==> src/rtl/joystick_pkg.sv <==
// Shared definitions for the ADC joystick sampler.
//   ADC_W             : ADC sample width
//   CH_W              : ADC channel field width
//   CH_Y_DEF/CH_X_DEF : default joystick channel numbers
//   dir_t             : direction code (00 up, 01 down, 10 left, 11 right)
//   state_t           : sampler FSM states
`timescale 1ns/1ps
package joystick_pkg;

    localparam int ADC_W = 12;
    localparam int CH_W  = 5;

    localparam logic [CH_W-1:0] CH_Y_DEF = 5'd1;
    localparam logic [CH_W-1:0] CH_X_DEF = 5'd2;

    typedef enum logic [1:0] {
        UP    = 2'b00,
        DOWN  = 2'b01,
        LEFT  = 2'b10,
        RIGHT = 2'b11
    } dir_t;

    typedef enum logic [2:0] {
        S_IDLE    = 3'd0,
        S_ISSUE_Y = 3'd1,
        S_WAIT_Y  = 3'd2,
        S_ISSUE_X = 3'd3,
        S_WAIT_X  = 3'd4
    } state_t;

endpackage

==> src/rtl/adc_joystick_sampler_if.sv <==
// Command/response stream bundle between the sampler and the modular ADC.
//   cmd_valid/cmd_channel/cmd_ready : conversion request handshake
//   rsp_valid/rsp_channel/rsp_data  : conversion result (no back-pressure)
// modport master : sampler side (issues commands, consumes responses)
// modport slave  : ADC side
`timescale 1ns/1ps
interface adc_joystick_sampler_if;
    import joystick_pkg::*;

    logic             cmd_valid;
    logic [CH_W-1:0]  cmd_channel;
    logic             cmd_ready;
    logic             rsp_valid;
    logic [CH_W-1:0]  rsp_channel;
    logic [ADC_W-1:0] rsp_data;

    modport master (
        output cmd_valid,
        output cmd_channel,
        input  cmd_ready,
        input  rsp_valid,
        input  rsp_channel,
        input  rsp_data
    );

    modport slave (
        input  cmd_valid,
        input  cmd_channel,
        output cmd_ready,
        output rsp_valid,
        output rsp_channel,
        output rsp_data
    );

endinterface

==> src/rtl/joystick_direction.sv <==
// Combinational deadzone/hysteresis and dominant-axis direction decode.
//   x_avg, y_avg     : averaged axis samples
//   dir_active       : current (registered) activity flag
//   dir_next         : dominant-axis direction for these averages
//   dir_active_next  : activity flag after applying deadzone with hysteresis
// The parent decides when these are registered and holds dir when inactive.
`timescale 1ns/1ps
module joystick_direction
    import joystick_pkg::*;
#(
    parameter logic [ADC_W-1:0] CENTER   = 12'd2048,
    parameter int               DEADZONE = 512,
    parameter int               HYST     = 64
) (
    input  logic [ADC_W-1:0] x_avg,
    input  logic [ADC_W-1:0] y_avg,
    input  logic             dir_active,
    output dir_t             dir_next,
    output logic             dir_active_next
);

    localparam logic [ADC_W:0] ON_TH  = (ADC_W+1)'(DEADZONE);
    localparam logic [ADC_W:0] OFF_TH = (ADC_W+1)'(DEADZONE - HYST);

    logic signed [ADC_W:0] dx;
    logic signed [ADC_W:0] dy;
    logic        [ADC_W:0] abs_dx;
    logic        [ADC_W:0] abs_dy;
    logic        [ADC_W:0] mag;
    logic                  x_dominant;

    // One extra bit keeps the offset from centre exact for any 12-bit input.
    assign dx = $signed({1'b0, x_avg}) - $signed({1'b0, CENTER});
    assign dy = $signed({1'b0, y_avg}) - $signed({1'b0, CENTER});

    assign abs_dx = dx[ADC_W] ? (ADC_W+1)'(-dx) : (ADC_W+1)'(dx);
    assign abs_dy = dy[ADC_W] ? (ADC_W+1)'(-dy) : (ADC_W+1)'(dy);

    // Ties resolve to the X axis.
    assign x_dominant = (abs_dx >= abs_dy);
    assign mag        = x_dominant ? abs_dx : abs_dy;

    always_comb begin
        dir_active_next = dir_active;
        dir_next        = UP;

        // Engage above DEADZONE, release only below DEADZONE - HYST.
        if (!dir_active) begin
            dir_active_next = (mag > ON_TH);
        end else begin
            dir_active_next = !(mag < OFF_TH);
        end

        if (x_dominant) begin
            dir_next = (dx > 13'sd0) ? RIGHT : LEFT;
        end else begin
            dir_next = (dy > 13'sd0) ? UP : DOWN;
        end
    end

endmodule

==> src/rtl/adc_joystick_sampler.sv <==
// Paced joystick sampler for the MAX10 modular ADC.
// Alternately requests Y then X conversions, pairs the responses, box-car
// averages 2^AVG_LOG2 pairs and derives a debounced direction code.
//   Clk, Reset    : clock and asynchronous active-high reset
//   adc           : command/response streams (master side)
//   x_avg, y_avg  : averaged axis samples (CENTER after reset)
//   dir           : 00 up, 01 down, 10 left, 11 right
//   dir_active    : joystick outside the deadzone
//   sample_strobe : one-cycle pulse when averages/direction update
//   timeout_err   : sticky, set when a response never arrived
`timescale 1ns/1ps
module adc_joystick_sampler
    import joystick_pkg::*;
#(
    parameter int               AVG_LOG2 = 2,
    parameter logic [ADC_W-1:0] CENTER   = 12'd2048,
    parameter int               DEADZONE = 512,
    parameter int               HYST     = 64,
    parameter int               TIMEOUT  = 255,
    parameter logic [CH_W-1:0]  CH_Y     = CH_Y_DEF,
    parameter logic [CH_W-1:0]  CH_X     = CH_X_DEF
) (
    input  logic                    Clk,
    input  logic                    Reset,
    adc_joystick_sampler_if.master  adc,
    output logic [ADC_W-1:0]        x_avg,
    output logic [ADC_W-1:0]        y_avg,
    output logic [1:0]              dir,
    output logic                    dir_active,
    output logic                    sample_strobe,
    output logic                    timeout_err
);

    localparam int ACC_W = ADC_W + AVG_LOG2;
    localparam int CNT_W = AVG_LOG2 + 1;
    localparam int TO_W  = (TIMEOUT < 1) ? 1 : $clog2(TIMEOUT + 1);

    localparam logic [CNT_W-1:0] PAIRS_C   = CNT_W'(1 << AVG_LOG2);
    localparam logic [TO_W-1:0]  TIMEOUT_C = TO_W'(TIMEOUT);

    state_t             state_q,       state_d;
    logic [TO_W-1:0]    wait_cnt_q,    wait_cnt_d;
    logic [ADC_W-1:0]   y_tmp_q,       y_tmp_d;
    logic [ACC_W-1:0]   acc_x_q,       acc_x_d;
    logic [ACC_W-1:0]   acc_y_q,       acc_y_d;
    logic [CNT_W-1:0]   pair_cnt_q,    pair_cnt_d;
    logic               cmd_valid_q,   cmd_valid_d;
    logic [CH_W-1:0]    cmd_channel_q, cmd_channel_d;
    logic [ADC_W-1:0]   x_avg_q,       x_avg_d;
    logic [ADC_W-1:0]   y_avg_q,       y_avg_d;
    dir_t               dir_q,         dir_d;
    logic               dir_active_q,  dir_active_d;
    logic               strobe_q,      strobe_d;
    logic               timeout_err_q, timeout_err_d;

    logic               dump_now;
    logic [ADC_W-1:0]   x_avg_new;
    logic [ADC_W-1:0]   y_avg_new;
    logic [ACC_W-1:0]   acc_x_base;
    logic [ACC_W-1:0]   acc_y_base;
    logic [CNT_W-1:0]   pair_base;
    dir_t               dir_nx;
    logic               dir_active_nx;
    logic               rsp_is_y;
    logic               rsp_is_x;

    // A full window is dumped in the cycle after the last pair lands.
    assign dump_now  = (pair_cnt_q == PAIRS_C);
    assign x_avg_new = ADC_W'(acc_x_q >> AVG_LOG2);
    assign y_avg_new = ADC_W'(acc_y_q >> AVG_LOG2);

    assign rsp_is_y = adc.rsp_valid && (adc.rsp_channel == CH_Y);
    assign rsp_is_x = adc.rsp_valid && (adc.rsp_channel == CH_X);

    // Direction is judged on the averages being published this cycle.
    joystick_direction #(
        .CENTER   (CENTER),
        .DEADZONE (DEADZONE),
        .HYST     (HYST)
    ) u_direction (
        .x_avg           (x_avg_new),
        .y_avg           (y_avg_new),
        .dir_active      (dir_active_q),
        .dir_next        (dir_nx),
        .dir_active_next (dir_active_nx)
    );

    always_comb begin
        state_d       = state_q;
        wait_cnt_d    = wait_cnt_q;
        y_tmp_d       = y_tmp_q;
        x_avg_d       = x_avg_q;
        y_avg_d       = y_avg_q;
        dir_d         = dir_q;
        dir_active_d  = dir_active_q;
        strobe_d      = 1'b0;
        timeout_err_d = timeout_err_q;
        cmd_valid_d   = 1'b0;
        cmd_channel_d = cmd_channel_q;
        acc_x_base    = acc_x_q;
        acc_y_base    = acc_y_q;
        pair_base     = pair_cnt_q;

        if (dump_now) begin
            x_avg_d      = x_avg_new;
            y_avg_d      = y_avg_new;
            strobe_d     = 1'b1;
            dir_active_d = dir_active_nx;
            if (dir_active_nx) begin
                dir_d = dir_nx;
            end
            // A pair completing in this same cycle starts the next window.
            acc_x_base = '0;
            acc_y_base = '0;
            pair_base  = '0;
        end

        acc_x_d    = acc_x_base;
        acc_y_d    = acc_y_base;
        pair_cnt_d = pair_base;

        case (state_q)
            S_IDLE: begin
                state_d = S_ISSUE_Y;
            end
            S_ISSUE_Y: begin
                if (adc.cmd_ready) begin
                    state_d    = S_WAIT_Y;
                    wait_cnt_d = '0;
                end
            end
            S_WAIT_Y: begin
                wait_cnt_d = wait_cnt_q + TO_W'(1);
                if (rsp_is_y) begin
                    y_tmp_d = adc.rsp_data;
                    state_d = S_ISSUE_X;
                end else if (wait_cnt_q == TIMEOUT_C) begin
                    timeout_err_d = 1'b1;
                    state_d       = S_ISSUE_Y;
                end
            end
            S_ISSUE_X: begin
                if (adc.cmd_ready) begin
                    state_d    = S_WAIT_X;
                    wait_cnt_d = '0;
                end
            end
            S_WAIT_X: begin
                wait_cnt_d = wait_cnt_q + TO_W'(1);
                if (rsp_is_x) begin
                    acc_x_d    = acc_x_base + ACC_W'(adc.rsp_data);
                    acc_y_d    = acc_y_base + ACC_W'(y_tmp_q);
                    pair_cnt_d = pair_base + CNT_W'(1);
                    state_d    = S_ISSUE_Y;
                end else if (wait_cnt_q == TIMEOUT_C) begin
                    // Stale y_tmp is simply never accumulated.
                    timeout_err_d = 1'b1;
                    state_d       = S_ISSUE_Y;
                end
            end
            default: begin
                state_d = S_IDLE;
            end
        endcase

        // Command outputs are registered copies of the next state.
        if (state_d == S_ISSUE_Y) begin
            cmd_valid_d   = 1'b1;
            cmd_channel_d = CH_Y;
        end else if (state_d == S_ISSUE_X) begin
            cmd_valid_d   = 1'b1;
            cmd_channel_d = CH_X;
        end
    end

    always_ff @(posedge Clk or posedge Reset) begin
        if (Reset) begin
            state_q       <= S_IDLE;
            wait_cnt_q    <= '0;
            y_tmp_q       <= '0;
            acc_x_q       <= '0;
            acc_y_q       <= '0;
            pair_cnt_q    <= '0;
            cmd_valid_q   <= 1'b0;
            cmd_channel_q <= '0;
            x_avg_q       <= CENTER;
            y_avg_q       <= CENTER;
            dir_q         <= UP;
            dir_active_q  <= 1'b0;
            strobe_q      <= 1'b0;
            timeout_err_q <= 1'b0;
        end else begin
            state_q       <= state_d;
            wait_cnt_q    <= wait_cnt_d;
            y_tmp_q       <= y_tmp_d;
            acc_x_q       <= acc_x_d;
            acc_y_q       <= acc_y_d;
            pair_cnt_q    <= pair_cnt_d;
            cmd_valid_q   <= cmd_valid_d;
            cmd_channel_q <= cmd_channel_d;
            x_avg_q       <= x_avg_d;
            y_avg_q       <= y_avg_d;
            dir_q         <= dir_d;
            dir_active_q  <= dir_active_d;
            strobe_q      <= strobe_d;
            timeout_err_q <= timeout_err_d;
        end
    end

    assign adc.cmd_valid   = cmd_valid_q;
    assign adc.cmd_channel = cmd_channel_q;
    assign x_avg           = x_avg_q;
    assign y_avg           = y_avg_q;
    assign dir             = dir_q;
    assign dir_active      = dir_active_q;
    assign sample_strobe   = strobe_q;
    assign timeout_err     = timeout_err_q;

endmodule

==> src/flat_wrapper.sv <==
// flat-port wrapper written by rule: the top's interface ports become plain ports
module adc_joystick_sampler_flat import joystick_pkg::*;
#(
    parameter int               AVG_LOG2 = 2,
    parameter logic [ADC_W-1:0] CENTER   = 12'd2048,
    parameter int               DEADZONE = 512,
    parameter int               HYST     = 64,
    parameter int               TIMEOUT  = 255,
    parameter logic [CH_W-1:0]  CH_Y     = CH_Y_DEF,
    parameter logic [CH_W-1:0]  CH_X     = CH_X_DEF
)
  (Clk, Reset, x_avg, y_avg, dir, dir_active, sample_strobe, timeout_err, adc_cmd_valid, adc_cmd_channel, adc_cmd_ready, adc_rsp_valid, adc_rsp_channel, adc_rsp_data);
  adc_joystick_sampler_if adc_i ();
  input  logic Clk;
  input  logic Reset;
  output logic [ADC_W-1:0] x_avg;
  output logic [ADC_W-1:0] y_avg;
  output logic [1:0] dir;
  output logic dir_active;
  output logic sample_strobe;
  output logic timeout_err;
  output wire logic [$bits(adc_i.cmd_valid)-1:0] adc_cmd_valid;
  output wire logic [$bits(adc_i.cmd_channel)-1:0] adc_cmd_channel;
  input wire logic [$bits(adc_i.cmd_ready)-1:0] adc_cmd_ready;
  input wire logic [$bits(adc_i.rsp_valid)-1:0] adc_rsp_valid;
  input wire logic [$bits(adc_i.rsp_channel)-1:0] adc_rsp_channel;
  input wire logic [$bits(adc_i.rsp_data)-1:0] adc_rsp_data;
  assign adc_cmd_valid = adc_i.cmd_valid;
  assign adc_cmd_channel = adc_i.cmd_channel;
  assign adc_i.cmd_ready = adc_cmd_ready;
  assign adc_i.rsp_valid = adc_rsp_valid;
  assign adc_i.rsp_channel = adc_rsp_channel;
  assign adc_i.rsp_data = adc_rsp_data;
  adc_joystick_sampler #(.AVG_LOG2(AVG_LOG2), .CENTER(CENTER), .DEADZONE(DEADZONE), .HYST(HYST), .TIMEOUT(TIMEOUT), .CH_Y(CH_Y), .CH_X(CH_X)) u_core (.Clk(Clk), .Reset(Reset), .adc(adc_i), .x_avg(x_avg), .y_avg(y_avg), .dir(dir), .dir_active(dir_active), .sample_strobe(sample_strobe), .timeout_err(timeout_err));
endmodule
==> config.mk <==
export PLATFORM = sky130hd
export DESIGN_NAME = adc_joystick_sampler_flat
export DESIGN_NICKNAME = d
export VERILOG_FILES = /design/src/rtl/joystick_pkg.sv /design/src/rtl/adc_joystick_sampler_if.sv /design/src/rtl/joystick_direction.sv /design/src/rtl/adc_joystick_sampler.sv /design/src/flat_wrapper.sv
export SDC_FILE = /design/constraint.sdc
export NUM_CORES = 1
export LEC_CHECK = 0
export ABC_CLOCK_PERIOD_IN_PS = 4200
export CAP_MARGIN = 5
export CORE_MARGIN = 4
export CORE_UTILIZATION = 45
export DETAILED_ROUTE_END_ITERATION = 6
export DONT_BUFFER_PORTS = 1
export GPL_TIMING_DRIVEN = 0
export PLACE_DENSITY = 0.67
export RECOVER_POWER = 50
export SYNTH_ARGS = -nofsm -noshare
export SYNTH_HDL_FRONTEND = slang
export SYNTH_SLANG_ARGS = --single-unit
==> constraint.sdc <==
create_clock -name Clk -period 4.2 [get_ports Clk]
set_clock_uncertainty 0.1 [all_clocks]
set_input_delay 1.26 -clock Clk [delete_from_list [all_inputs] [get_ports Clk]]
set_output_delay 1.26 -clock Clk [all_outputs]
set_load 0.005 [all_outputs]
# Word-level counts from Yosys, hierarchy flattened
# Index checks and enable logic that the tools add are counted.
[word_totals]
regBits = 89
latch_bits = 0
mem_bits_rw = 0
romBits = 0
out_inout_bits = 35
elab_cells = 86
memories = 0
[classes]
n_addsub = 8
n_mul = 0
div_mod_pow = 0
magnitude_cmp = 5
eq_ne = 13
shifts = 0
n_mux = 33
n_bitwise = 0
n_reduce_logical = 13
[op_table]
columns = ["operator", "n"]
rows = [
  ["$mux W14", 6],
  ["$mux W13", 3],
  ["$add A14 B12 Y14", 2],
  ["$gt A13 B1 Y1 const B", 2],
  ["$neg A13 Y13", 2],
  ["$sub A12 B12 Y13 const B", 2],
  ["$mux W3", 8],
  ["$pmux W8 S2", 1],
  ["$pmux W3 S5", 1],
  ["$ge A13 B13 Y1", 1],
  ["$gt A13 B10 Y1 const B", 1],
  ["$lt A13 B9 Y1 const B", 1],
  ["$mux W5", 2],
  ["$eq A3 B2 Y1 const B", 3],
  ["$mux W1", 9],
  ["$add A8 B1 Y8 const B", 1],
  ["$eq A8 B8 Y1 const B", 1],
  ["$mux W8", 1],
  ["$eq A3 B1 Y1 const B", 2],
  ["$eq A3 B3 Y1 const B", 2],
  ["$reduce_and A2 Y1", 3],
  ["$reduce_bool A2 Y1", 3],
  ["$eq A5 B1 Y1 const B", 1],
  ["$eq A5 B2 Y1 const B", 1],
  ["other kinds (10)", 13],
]

# Depth between registers and ports, before layout
[logic_depth]
word_depth = 9
depth_mapped = 15
mapped_depth_nobuf = 14

# By module
# A second synthesis with hierarchy kept.
[unflattened]
cells_unflattened = 642
area_unflattened_um2 = 5943.2
[by_module_without_submodules]
columns = ["module", "instances", "cells_per_inst", "area_each_um2", "seq_area_each_um2"]
rows = [
  ["adc_joystick_sampler", 1, 459, 4744.6, 2154.6],
  ["joystick_direction", 1, 183, 1198.6, 0.0],
]

# Least setup slack after synthesis
# Ideal clock, no wire load.
[synth_path]
path_kind = "register to register"
startpoint = "register u_core.acc_y_q[4]"
endpoint = "register u_core.dir_q[0] (netlist: u_core.dir[0])"
setup_time_ns = 0.125
arrival_time_ns = 3.505
required_time_ns = 3.975
setup_slack_ns = 0.470
stages_incl_launch_ff = 14
period_less_slack_ns = 3.730
path_cell_list = "dfrtp_1 -> clkbuf_1 -> nor4_4 -> and2_0 -> clkbuf_1 -> a21oi_1 -> xnor2_1 -> ha_1 -> a2111oi_0 -> o31ai_1 -> o21a_1 -> or3_1 -> a31o_4 -> mux2_4"
[synth_via]
elab_chain_cells = 9
elab_cells_between_ends = 13
[synth_lines]
columns = ["item", "line_no", "text"]
rows = [
  ["start: declaration", "adc_joystick_sampler.sv:45", "logic [ACC_W-1:0] acc_y_q, acc_y_d;"],
  ["start signal: assignment", "adc_joystick_sampler.sv:197", "acc_y_q <= acc_y_d;"],
  ["$sub A12 B12 Y13 (*)", "joystick_direction.sv:34", "assign dy = $signed({1'b0, y_avg}) - $signed({1'b0, CENTER});"],
  ["$neg A13 Y13", "joystick_direction.sv:37", "assign abs_dy = dy[ADC_W] ? (ADC_W+1)'(-dy) : (ADC_W+1)'(dy);"],
  ["$mux W13", "joystick_direction.sv:37", ""],
  ["$ge A13 B13 Y1", "joystick_direction.sv:40", "assign x_dominant = (abs_dx >= abs_dy);"],
  ["$mux W13", "joystick_direction.sv:41", "assign mag = x_dominant ? abs_dx : abs_dy;"],
  ["$lt A13 B9 Y1", "joystick_direction.sv:51", "dir_active_next = !(mag < OFF_TH);"],
  ["$logic_not A1 Y1", "joystick_direction.sv:51", ""],
  ["$mux W1", "joystick_direction.sv:48", "if (!dir_active) begin"],
  ["$reduce_and A2 Y1 (no line)", "--", ""],
  ["end signal: assignment", "adc_joystick_sampler.sv:203", "dir_q <= dir_d;"],
  ["end: declaration", "adc_joystick_sampler.sv:51", "dir_t dir_q, dir_d;"],
]
# Every way passes the cells marked *; elsewhere a longest branch is shown, timed or not.
# A chain may end at the register's enable or synchronous reset.

# Worst setup path in the final report
# Same ends and word-level chain as after synthesis.

==> out/qor.yml <==
route:
  wl_um: 15000
  wl_per_cell_um: 17.3
  drc: 0
  dr_total_vias: 5006
  vias_per_cell: 5.77
  drt-initial-drc-count: 314
  first_pass_iters: 5
  detail-route-antenna-nets: 0
setup_path:
  path_max_fanout: 9
  cp-start-kind: "register"
  timing.rr.start: "u_core.acc_y_q[4]"
  critPathArrivalTime_ns: 4.12
  cp-end-kind: "register"
  crit_required_ns: 4.33
  startpoint: "u_core.acc_y_q[4]"
  crit_type: "register to register"
power:
  pwr-share-seq_pct: 39.8
  clkPwrFrac_pct: 33.7
  comb_power_share_pct: 26.5
  p_per_area_nw_per_um2: 380
  swShare_pct: 31.0
  leakagePower_nw: 3.00
  ir_worst_vdd_mv: 0.273
  power.internal_mw: 1.69
  p_switching_mw: 0.757
  fin_total_pwr_mw: 2.45
clock_network:
  hold_buffers: 0
  clock_latency_ns: 0.35
  ctsRootBufferMaster: "clkbuf_16"
  cts_tree: "yes"
  cts_sinks: 86
  clk_pin_slew_ns: 0.06
  cts_buffer_depth: 2
  cts_buffers: 9
  htreeDepth: 3
floorplanning:
  num_rows: 41
  design.core.area_um2: 12700
  die_w_um: 122
  pin_count: 56
  initial_utilization_pct: 46.3
  die_h_um: 122
  dieArea_um2: 14900
global_route:
  grt_util_all_layers_pct: 20.7
  grt.overflow.total: 0
  grt_pass1_wl_um: 24000
  grt_antenna_before_repair: 1
  grt_max_degree: 50
  grt_pass1_vias: 4787
job:
  drv_cap: 1
sta:
  finalSetupTns_ns: 0
  setup_ws_ns: 0.213
  final_hold_viol_count: 0
  fin_crit_ns: 3.99
  worst_pin_slew_ns: 1.69
  fin_crit_sh_pct: 94.9
  grt_setup_unrepaired: "no"
  relSlewSlack_pct: -13.4
  setup-violations-final: 0
  fmax_mhz: 251
  finalMaxSlewViolations: 39
place:
  dp_slack_ns: 0.0250
  place_area_um2: 6120
  place.gp.congestion: 0.873
  dp_hpwl_um: 11400
  portBuffers: 0
min_path:
  hp-class: "register to register"
  hp-start: "u_core.y_avg[11]"
layout:
  utilization_pct: 50.8
  finalInstanceArea_um2: 6440
  syn_to_final_growth_pct: 9.77
  final_nets: 757
  diodes: 0
  drive_gt1_share_pct: 9.20
  fillers: 1220
synthesis:
  ys_seq_area_share_pct: 36.7
  ys_types: 73
  synth_flop_cell: "dfrtp_1"
  synth_edf_count: 0
  synth_area_per_cell_um2: 8.72
  syn_inst: 673
  netlist_area_um2: 5870
  synth-seq-cells: 86
  yosysWarnings: 0
  synthArstFlopShare_pct: 100
run_status:
  outcome: "complete, but fails checks"
  violations: "max-capacitance violations, max-slew violations"
-- critical path: stages (launching register included) --
cell	delay (ns)
dfrtp_1	0.36
clkbuf_1	0.25
nor4_4	0.31
and2_0	0.17
clkbuf_1	0.25
a21oi_1	0.15
xnor2_1	0.17
ha_1	0.33
a2111oi_1	0.40
o31ai_1	0.15
o21a_1	0.27
or3_1	0.39
a31o_4	0.27
mux2_4	0.29
-- cells in the final DEF (no fill, tap or decap), types with 6 or more instances in the layout --
cell,instances
clkbuf_16,9
or2_2,7
a21oi_1,25
buf_4,7
and2_1,21
ha_1,42
xnor2_1,26
dfrtp_1,84
nor2b_1,7
and3_1,8
mux2_2,14
nor3_1,20
a31oi_1,11
a21o_1,6
nand3_1,21
inv_1,29
clkbuf_1,25
nand2b_1,10
o21ai_0,57
xor2_1,12
nor2_1,37
nand2_1,103
-- cells in the mapped netlist (4+ instances only) --
cell | n | area share [%]
nand2_1 | 103 | 6.6
dfrtp_1 | 84 | 36
o21ai_0 | 57 | 4.9
ha_1 | 42 | 9.0
nor2_1 | 37 | 2.4
inv_1 | 30 | 1.9
xnor2_1 | 26 | 3.9
a21oi_1 | 25 | 2.1
clkbuf_1 | 25 | 1.6
and2_1 | 21 | 2.2
nand3_1 | 21 | 1.8
nor3_1 | 20 | 1.7
mux2_2 | 14 | 2.7
xor2_1 | 12 | 1.8
a31oi_1 | 11 | 1.2
nand2b_1 | 10 | 1.1
and3_1 | 8 | 0.85
nor2b_1 | 7 | 0.75
or2_2 | 7 | 0.75
a21o_1 | 6 | 0.77
a211oi_1 | 5 | 0.64
nand4_1 | 5 | 0.53
o31ai_1 | 5 | 0.64
or3_1 | 5 | 0.53
a2111oi_0 | 4 | 0.60
-- power by group through the flow --
stage | registers, mW | clock network [mW] | logic, mW
detailed placement | 0.987 | 0 | 0.638
global placement | 0.983 | 0 | 0.605
global route | 0.985 | 0.878 | 0.728
CTS | 0.973 | 0.845 | 0.641
finish | 0.974 | 0.824 | 0.647
floorplan | 0.966 | 0 | 0.516
-- final cells by class --
class	instances	area [um^2]	area share (%)
Buffer	36	173	2.68
Clock inverter	3	42.5	0.661
Inverter	31	118	1.83
Multi-Input combinational cell	523	3430	53.3
Clock buffer	12	267	4.14
Sequential cell	86	2150	33.5
Tap cell	172	215	3.34
Timing Repair Buffer	5	35.0	0.544
-- stage by stage --
stage,hold slack [ns],cells
after global routing,0.395,868
after global placement,0.361,848
final,0.376,868
after floorplan,0.348,676
after CTS,0.386,864
after detailed placement,0.376,849
-- per-layer routing --
metal	global-route usage, %	up-vias	routed length, um
met2	35.7	163	7500
met1	24.3	2415	6220
met4	6.79	2	303
met5	0	-	8
met3	6.69	28	965
li1	-	2398	-
-- registers in the layout (all words and copies together), names as in the netlist --
register and flops:
u_core.acc_x_q 14, u_core.acc_y_q 14, u_core.x_avg 12, u_core.y_avg 12, u_core.y_tmp_q 12, u_core.wait_cnt_q 8
u_core.pair_cnt_q 3, u_core.state_q 3, u_core.adc.cmd_channel 2, u_core.dir 2, u_core.adc.cmd_valid 1, u_core.dir_active 1
u_core.sample_strobe 1, u_core.timeout_err 1
-- path summary, 6_finish.rpt --
check / end / slack (ns) / cells past startpoint
setup / recovery: u_core.dir[0] / 0.21 / 13
hold / removal: u_core.y_avg[11] / 0.38 / 2
setup reg to reg: u_core.dir[0] / 0.21 / 13
hold reg to reg: u_core.y_avg[11] / 0.38 / 2
max in group asynchronous: u_core.x_avg[3] / 1.05 / 2
min in group asynchronous: u_core.y_tmp_q[1] / 1.09 / 1
-- what timing repair did --
item,CTS,global route
gates resized for setup,0,1
endpoints found under the setup margin,0,3
buffers inserted,0,4
-- logic make-up (layout without fill, tap and decap cells) --
| group | Yosys count | in the layout | share of synthesized area (%) |
|---|---|---|---|
| buf+inv | 67 | 87 | 4.93 |
| flops | 86 | 86 | 36.7 |
| compound gates | 151 | 151 | 16.7 |
| mux | 18 | 18 | 3.54 |
| fa+ha+maj | 45 | 45 | 9.81 |
| other cells | 2 | 5 | 0.128 |
| simple gates | 266 | 266 | 22.5 |
| xor+xnor | 38 | 38 | 5.67 |
Note: power is estimated with default switching activity, not from simulation.
